**src/rtl/square_motion_ctrl.sv**
```systemverilog
//==============================================================================
// Module   : square_motion_ctrl
// Purpose  : Frame-synchronised mover and renderer for a solid square sprite on
//            the 96x64 RGB565 OLED pixel stream. Optional macro: SQUARE_BOUNCE_EN
// Revision : 1.0 - initial release
//==============================================================================
`default_nettype none

module square_motion_ctrl #(
    parameter int          HALF      = 6,
    parameter int          STEP      = 1,
    parameter int          FRAME_DIV = 4,
    parameter logic [15:0] COLOR     = 16'hF800
) (
    input  logic        clk25,
    input  logic        reset_n,
    input  logic [12:0] pixel_index,
    input  logic        btn_c,
    input  logic        btn_u,
    input  logic        btn_d,
    input  logic        btn_l,
    input  logic        btn_r,
    output logic [15:0] color,
    output logic [6:0]  cx,
    output logic [5:0]  cy,
    output logic [1:0]  state
);

    localparam int              c_CNT_W  = (FRAME_DIV > 1) ? $clog2(FRAME_DIV) : 1;
    localparam logic [c_CNT_W-1:0] c_CNT_LAST = c_CNT_W'(FRAME_DIV - 1);
    localparam logic signed [7:0] c_STEP  = 8'(STEP);
    localparam logic signed [7:0] c_HALF  = 8'(HALF);
    localparam logic signed [7:0] c_X_MAX = 8'(95 - HALF);
    localparam logic signed [7:0] c_Y_MAX = 8'(63 - HALF);
    localparam logic [12:0]       c_PIXELS = 13'd6144;

`ifdef SQUARE_BOUNCE_EN
    localparam bit c_BOUNCE = 1'b1;
`else
    localparam bit c_BOUNCE = 1'b0;
`endif

    typedef enum logic [1:0] {
        ST_IDLE  = 2'd0,
        ST_RUN   = 2'd1,
        ST_PAUSE = 2'd2
    } state_t;

    typedef enum logic [1:0] {
        DIR_R = 2'd0,
        DIR_L = 2'd1,
        DIR_U = 2'd2,
        DIR_D = 2'd3
    } dir_t;

    state_t               state_q, state_d;
    dir_t                 dir_q, dir_d;
    logic [c_CNT_W-1:0]   frame_cnt_q, frame_cnt_d;
    logic [12:0]          prev_idx_q, prev_idx_d;
    logic [6:0]           cx_q, cx_d;
    logic [5:0]           cy_q, cy_d;
    logic [15:0]          color_q, color_d;

    logic                 w_frame_start;
    logic                 w_move;
    logic                 w_clamp;
    logic signed [7:0]    w_nx;
    logic signed [7:0]    w_ny;
    logic [6:0]           w_x;
    logic [6:0]           w_y;
    logic signed [7:0]    w_dx;
    logic signed [7:0]    w_dy;

    assign w_frame_start = (pixel_index == 13'd0) && (prev_idx_q != 13'd0);
    assign w_x = 7'(pixel_index % 13'd96);
    assign w_y = 7'(pixel_index / 13'd96);

    always_comb begin
        state_d     = state_q;
        dir_d       = dir_q;
        frame_cnt_d = frame_cnt_q;
        prev_idx_d  = pixel_index;
        cx_d        = cx_q;
        cy_d        = cy_q;
        w_move      = 1'b0;
        w_clamp     = 1'b0;
        w_nx        = signed'({1'b0, cx_q});
        w_ny        = signed'({2'b00, cy_q});
        w_dx        = 8'sd0;
        w_dy        = 8'sd0;
        color_d     = 16'h0000;

        // Counting follows the state held before this cycle's button press.
        case (state_q)
            ST_RUN: begin
                if (w_frame_start) begin
                    if (frame_cnt_q == c_CNT_LAST) begin
                        w_move      = 1'b1;
                        frame_cnt_d = '0;
                    end else begin
                        frame_cnt_d = frame_cnt_q + c_CNT_W'(1);
                    end
                end
            end
            ST_IDLE: frame_cnt_d = '0;
            default: ;
        endcase

        if (w_move) begin
            case (dir_q)
                DIR_R:   w_nx = w_nx + c_STEP;
                DIR_L:   w_nx = w_nx - c_STEP;
                DIR_U:   w_ny = w_ny - c_STEP;
                default: w_ny = w_ny + c_STEP;
            endcase
            if (w_nx < c_HALF) begin
                w_nx    = c_HALF;
                w_clamp = 1'b1;
            end else if (w_nx > c_X_MAX) begin
                w_nx    = c_X_MAX;
                w_clamp = 1'b1;
            end
            if (w_ny < c_HALF) begin
                w_ny    = c_HALF;
                w_clamp = 1'b1;
            end else if (w_ny > c_Y_MAX) begin
                w_ny    = c_Y_MAX;
                w_clamp = 1'b1;
            end
            cx_d = w_nx[6:0];
            cy_d = w_ny[5:0];
            if (w_clamp && c_BOUNCE) begin
                case (dir_q)
                    DIR_R:   dir_d = DIR_L;
                    DIR_L:   dir_d = DIR_R;
                    DIR_U:   dir_d = DIR_D;
                    default: dir_d = DIR_U;
                endcase
            end
        end

        // A fresh direction command takes precedence over an automatic reversal.
        if (btn_u) begin
            dir_d = DIR_U;
        end else if (btn_d) begin
            dir_d = DIR_D;
        end else if (btn_l) begin
            dir_d = DIR_L;
        end else if (btn_r) begin
            dir_d = DIR_R;
        end

        if (btn_c) begin
            case (state_q)
                ST_IDLE:  state_d = ST_RUN;
                ST_RUN:   state_d = ST_PAUSE;
                ST_PAUSE: state_d = ST_RUN;
                default:  state_d = ST_IDLE;
            endcase
        end

        w_dx = signed'({1'b0, w_x}) - signed'({1'b0, cx_q});
        w_dy = signed'({1'b0, w_y}) - signed'({2'b00, cy_q});
        if (w_dx < 8'sd0) begin
            w_dx = -w_dx;
        end
        if (w_dy < 8'sd0) begin
            w_dy = -w_dy;
        end
        if ((pixel_index < c_PIXELS) && (w_dx <= c_HALF) && (w_dy <= c_HALF)) begin
            color_d = COLOR;
        end
    end

    always_ff @(posedge clk25) begin
        if (!reset_n) begin
            state_q     <= ST_IDLE;
            dir_q       <= DIR_R;
            frame_cnt_q <= '0;
            prev_idx_q  <= 13'd0;
            cx_q        <= 7'd48;
            cy_q        <= 6'd32;
            color_q     <= 16'h0000;
        end else begin
            state_q     <= state_d;
            dir_q       <= dir_d;
            frame_cnt_q <= frame_cnt_d;
            prev_idx_q  <= prev_idx_d;
            cx_q        <= cx_d;
            cy_q        <= cy_d;
            color_q     <= color_d;
        end
    end

    assign color = color_q;
    assign cx    = cx_q;
    assign cy    = cy_q;
    assign state = state_q;

endmodule

`default_nettype wire

```
**config.mk**
```make
export PLATFORM = sky130hd
export DESIGN_NAME = square_motion_ctrl
export DESIGN_NICKNAME = d
export VERILOG_FILES = /design/src/rtl/square_motion_ctrl.sv
export SDC_FILE = /design/constraint.sdc
export NUM_CORES = 1
export LEC_CHECK = 0
export ABC_AREA = 1
export CAP_MARGIN = 20
export CORE_ASPECT_RATIO = 1.5
export CORE_MARGIN = 10
export CORE_UTILIZATION = 55
export CTS_CLUSTER_DIAMETER = 100
export DETAILED_ROUTE_END_ITERATION = 8
export GPL_TIMING_DRIVEN = 0
export HOLD_SLACK_MARGIN = 0.06
export PLACE_DENSITY_LB_ADDON = 0.15
export SYNTH_ARGS = -nofsm -noshare
export SYNTH_HDL_FRONTEND = slang
export SYNTH_SLANG_ARGS = --single-unit
```
**constraint.sdc**
```tcl
create_clock -name clk25 -period 4.62 [get_ports clk25]
set_input_delay 1.155 -clock clk25 [delete_from_list [all_inputs] [get_ports clk25]]
set_output_delay 1.155 -clock clk25 [all_outputs]
set_load 0.1 [all_outputs]
```
==> metrics <==
clk_lat worst skew=0.29 ns; Iter 0 DRT Violations=123; chip height=113 um; slowest CP cell=clkdlybuf4s50_1; Critical Path RT=4.85 ns; Worst-Margin Slew=0.977 ns; H-tree depth=2; Detailed Route WL=7880 um; asr flop ratio synth=0%; largest net degree at the start of global routing=13; drt drc=0; cell area after placement=0.00365 mm^2; core area=0.00553 mm^2; diode count=0; IO buf count=38; number of cell rows=33; first-pass GRT wire length=13,400 um; mapped cell area=0.00315 mm^2; CTS buffer count=5; clk buf depth=2; Yosys cell types=47; Post-CTS Setup Inserts=0; Period minus WS final=4.26 ns; Routed WL per cell=12.8 um; Max Clk Rate=0.235 GHz; via count=3,118; LEAKAGE=0.00190 uW; Initial Utilization=56.9%; clk slew on worst S/H paths=0.08 ns; Min Hold Slack=0.497 ns; HP Class=register to register; max-cap viol count=0; worst-path cell chain=clkdlybuf4s50_1 > inv_1 > o21ai_2 > a21oi_2 > nand2_2 > nand2_4 > o21ai_4 > nand3_1 > nand3_2 > inv_1 > ha_1 > fa_1 > nor2_1 > o21ai_0 > nand2_1 > a21oi_1 > o21ai_0 > xor2_1 > nand3_1 > o21ai_0 > nand3_1 > nor2_1; synthesis-to-finish area growth=19.9%; hpwl dp=6470 um; most frequent cell after synthesis=nand2_1; via count of the first global-routing pass=3,093; GPL Wtd Cong=0.898; #FFs+latches synth=33; CP max stage delay=0.59 ns; mean post-synth cell area=6.41 um^2; Nets=591; Post-Synthesis Cells=491; Final Cycle Share=92.2%; CTS tree=yes; grt total ovfl=0; Design Area, Final=0.00377 mm^2; post-synth top area share=21.0%; CTS resizes=0; status=complete, no violations; post-route ant nets=0; Boundary Pins=51; via-per-instance ratio=5.05; Hold-fix buffers, CTS=0; Rel. slew slack=34.7%; Synth Flop Type=dfxtp_1; most area-consuming cells after synthesis=dfxtp_1 21%, nand2_1 13%, inv_1 9.5%; sequential share of the synthesized area=21.0%; setup_tns=0 ns; Worst Setup End Kind=register; die footprint=0.00922 mm^2; synth warn=0; layout cells sized above 1=11.2%; Setup-failing EPs final=0; Pwr per Cell Area=240 mW/mm^2; crit path max fanout=5; Max VDD drop=225 uV; unrepaired setup endpoints after global routing=false; clk sinks=33; CP Data Arrival Time=4.50 ns; Die W=81.8 um; critical path class=input port to register; Synth top cells by count=113 x nand2_1, 80 x inv_1, 38 x nor2_1, 36 x nand3_1, 33 x dfxtp_1; root buffer cell=clkbuf_8; Slew Viols, Final=0; Worst Clk Skew=0.00400 ns; Global Route Usage Sum=17.5%; CP top delay family=compound AO/OA/AOI/OAI gates; initial antenna violation count=0; CP bufs+invs=3; cell accounting for the most synthesized area=dfxtp_1; Pre-antenna DRT Iters=4; Startpoint Class=input port; number of flops mapped to enable cells by yosys=0; Hold Fails Final Rpt=0
[cell families (layout without fill, tap and decap cells)]
| group | Yosys count | count (layout) | share of synthesized area (%) |
|---|---|---|---|
| other cells | 1 | 11 | 0.119 |
| fa+ha+maj | 25 | 25 | 10.6 |
| compound gates | 80 | 80 | 15.9 |
| buf+inv | 109 | 155 | 15.1 |
| xor+xnor | 16 | 16 | 4.45 |
| flops | 33 | 33 | 21.0 |
| simple gates | 227 | 227 | 32.7 |
[sequential cells by signal, summed over array words and instances, names as in the netlist]
register     count
prev_idx_q      13
dir_q            2
cx               7
color            1
frame_cnt_q      2
cy               6
state            2
[cells in the final DEF, fill, tap and decap left out, types with 3 or more instances in the layout]
master,n
nand2_1,113
inv_1,80
nor2_1,38
nand3_1,36
clkdlybuf4s50_1,36
dfxtp_1,33
a21oi_1,30
ha_1,22
o21ai_0,18
buf_4,16
nand2_2,13
xor2_1,13
conb_1,11
nor3_1,7
inv_2,6
o21ai_1,6
clkbuf_1,5
nor4_1,5
clkbuf_8,5
nand4_1,4
o211ai_1,4
or2_2,3
xnor2_1,3
o21bai_1,3
a211oi_1,3
fa_1,3
[path summary, 6_finish.rpt]
| kind | endpoint | slack, ns | from | cells after the start |
|---|---|---|---|---|
| worst max-delay path | color[14] | 0.36 | pixel_index[9] | 22 |
| worst min-delay path | frame_cnt_q[1] | 0.50 | frame_cnt_q[1] | 2 |
| worst max register to register | cx[4] | 1.57 | dir_q[0] | 13 |
| worst min register to register | frame_cnt_q[1] | 0.50 | frame_cnt_q[1] | 2 |
[metrics by stage]
step / instances / utilization, % / power [uW] / worst slack (ns)
floorplan: 501 / - / 558 / 0.713
global placement: 609 / 66.1 / 618 / -0.135
detailed placement: 609 / 66.1 / 627 / -0.232
CTS: 617 / 68.1 / 908 / 0.0673
global route: 617 / 68.2 / 959 / 0.143
finish: 617 / 68.2 / 904 / 0.358
[where the power goes]
part	total [uW]	internal, uW	switching, uW	leakage, uW
sequential	297	293	4.51	0.000271
combinational	325	112	213	0.00157
clock	282	161	121	0.0000543
total	904	566	338	0.00190
[worst min-delay path: stages (launching register included)]
cell     delay (ns)
dfxtp_1        0.32
nand3_1        0.08
a21oi_1        0.06
[per-layer routing]
metal,GRT usage (%),vias to the layer above,wire length [um]
met4,7.40,0,209
met2,31.2,58,4030
li1,-,1659,-
met3,4.07,13,381
met1,18.7,1388,3260
met5,0,-,0
[area by class of cell]
cell class                 instances  area, um^2
multi-input combinational        359        2050
fill                             490        1760
sequential                        33         661
timing repair buffer              38         385
inverter                          87         327
buffer                            22         150
tap                               70        87.6
clock buffer                       5        68.8
clock inverter                     3        46.3
Note: power is estimated with default switching activity, not from simulation.
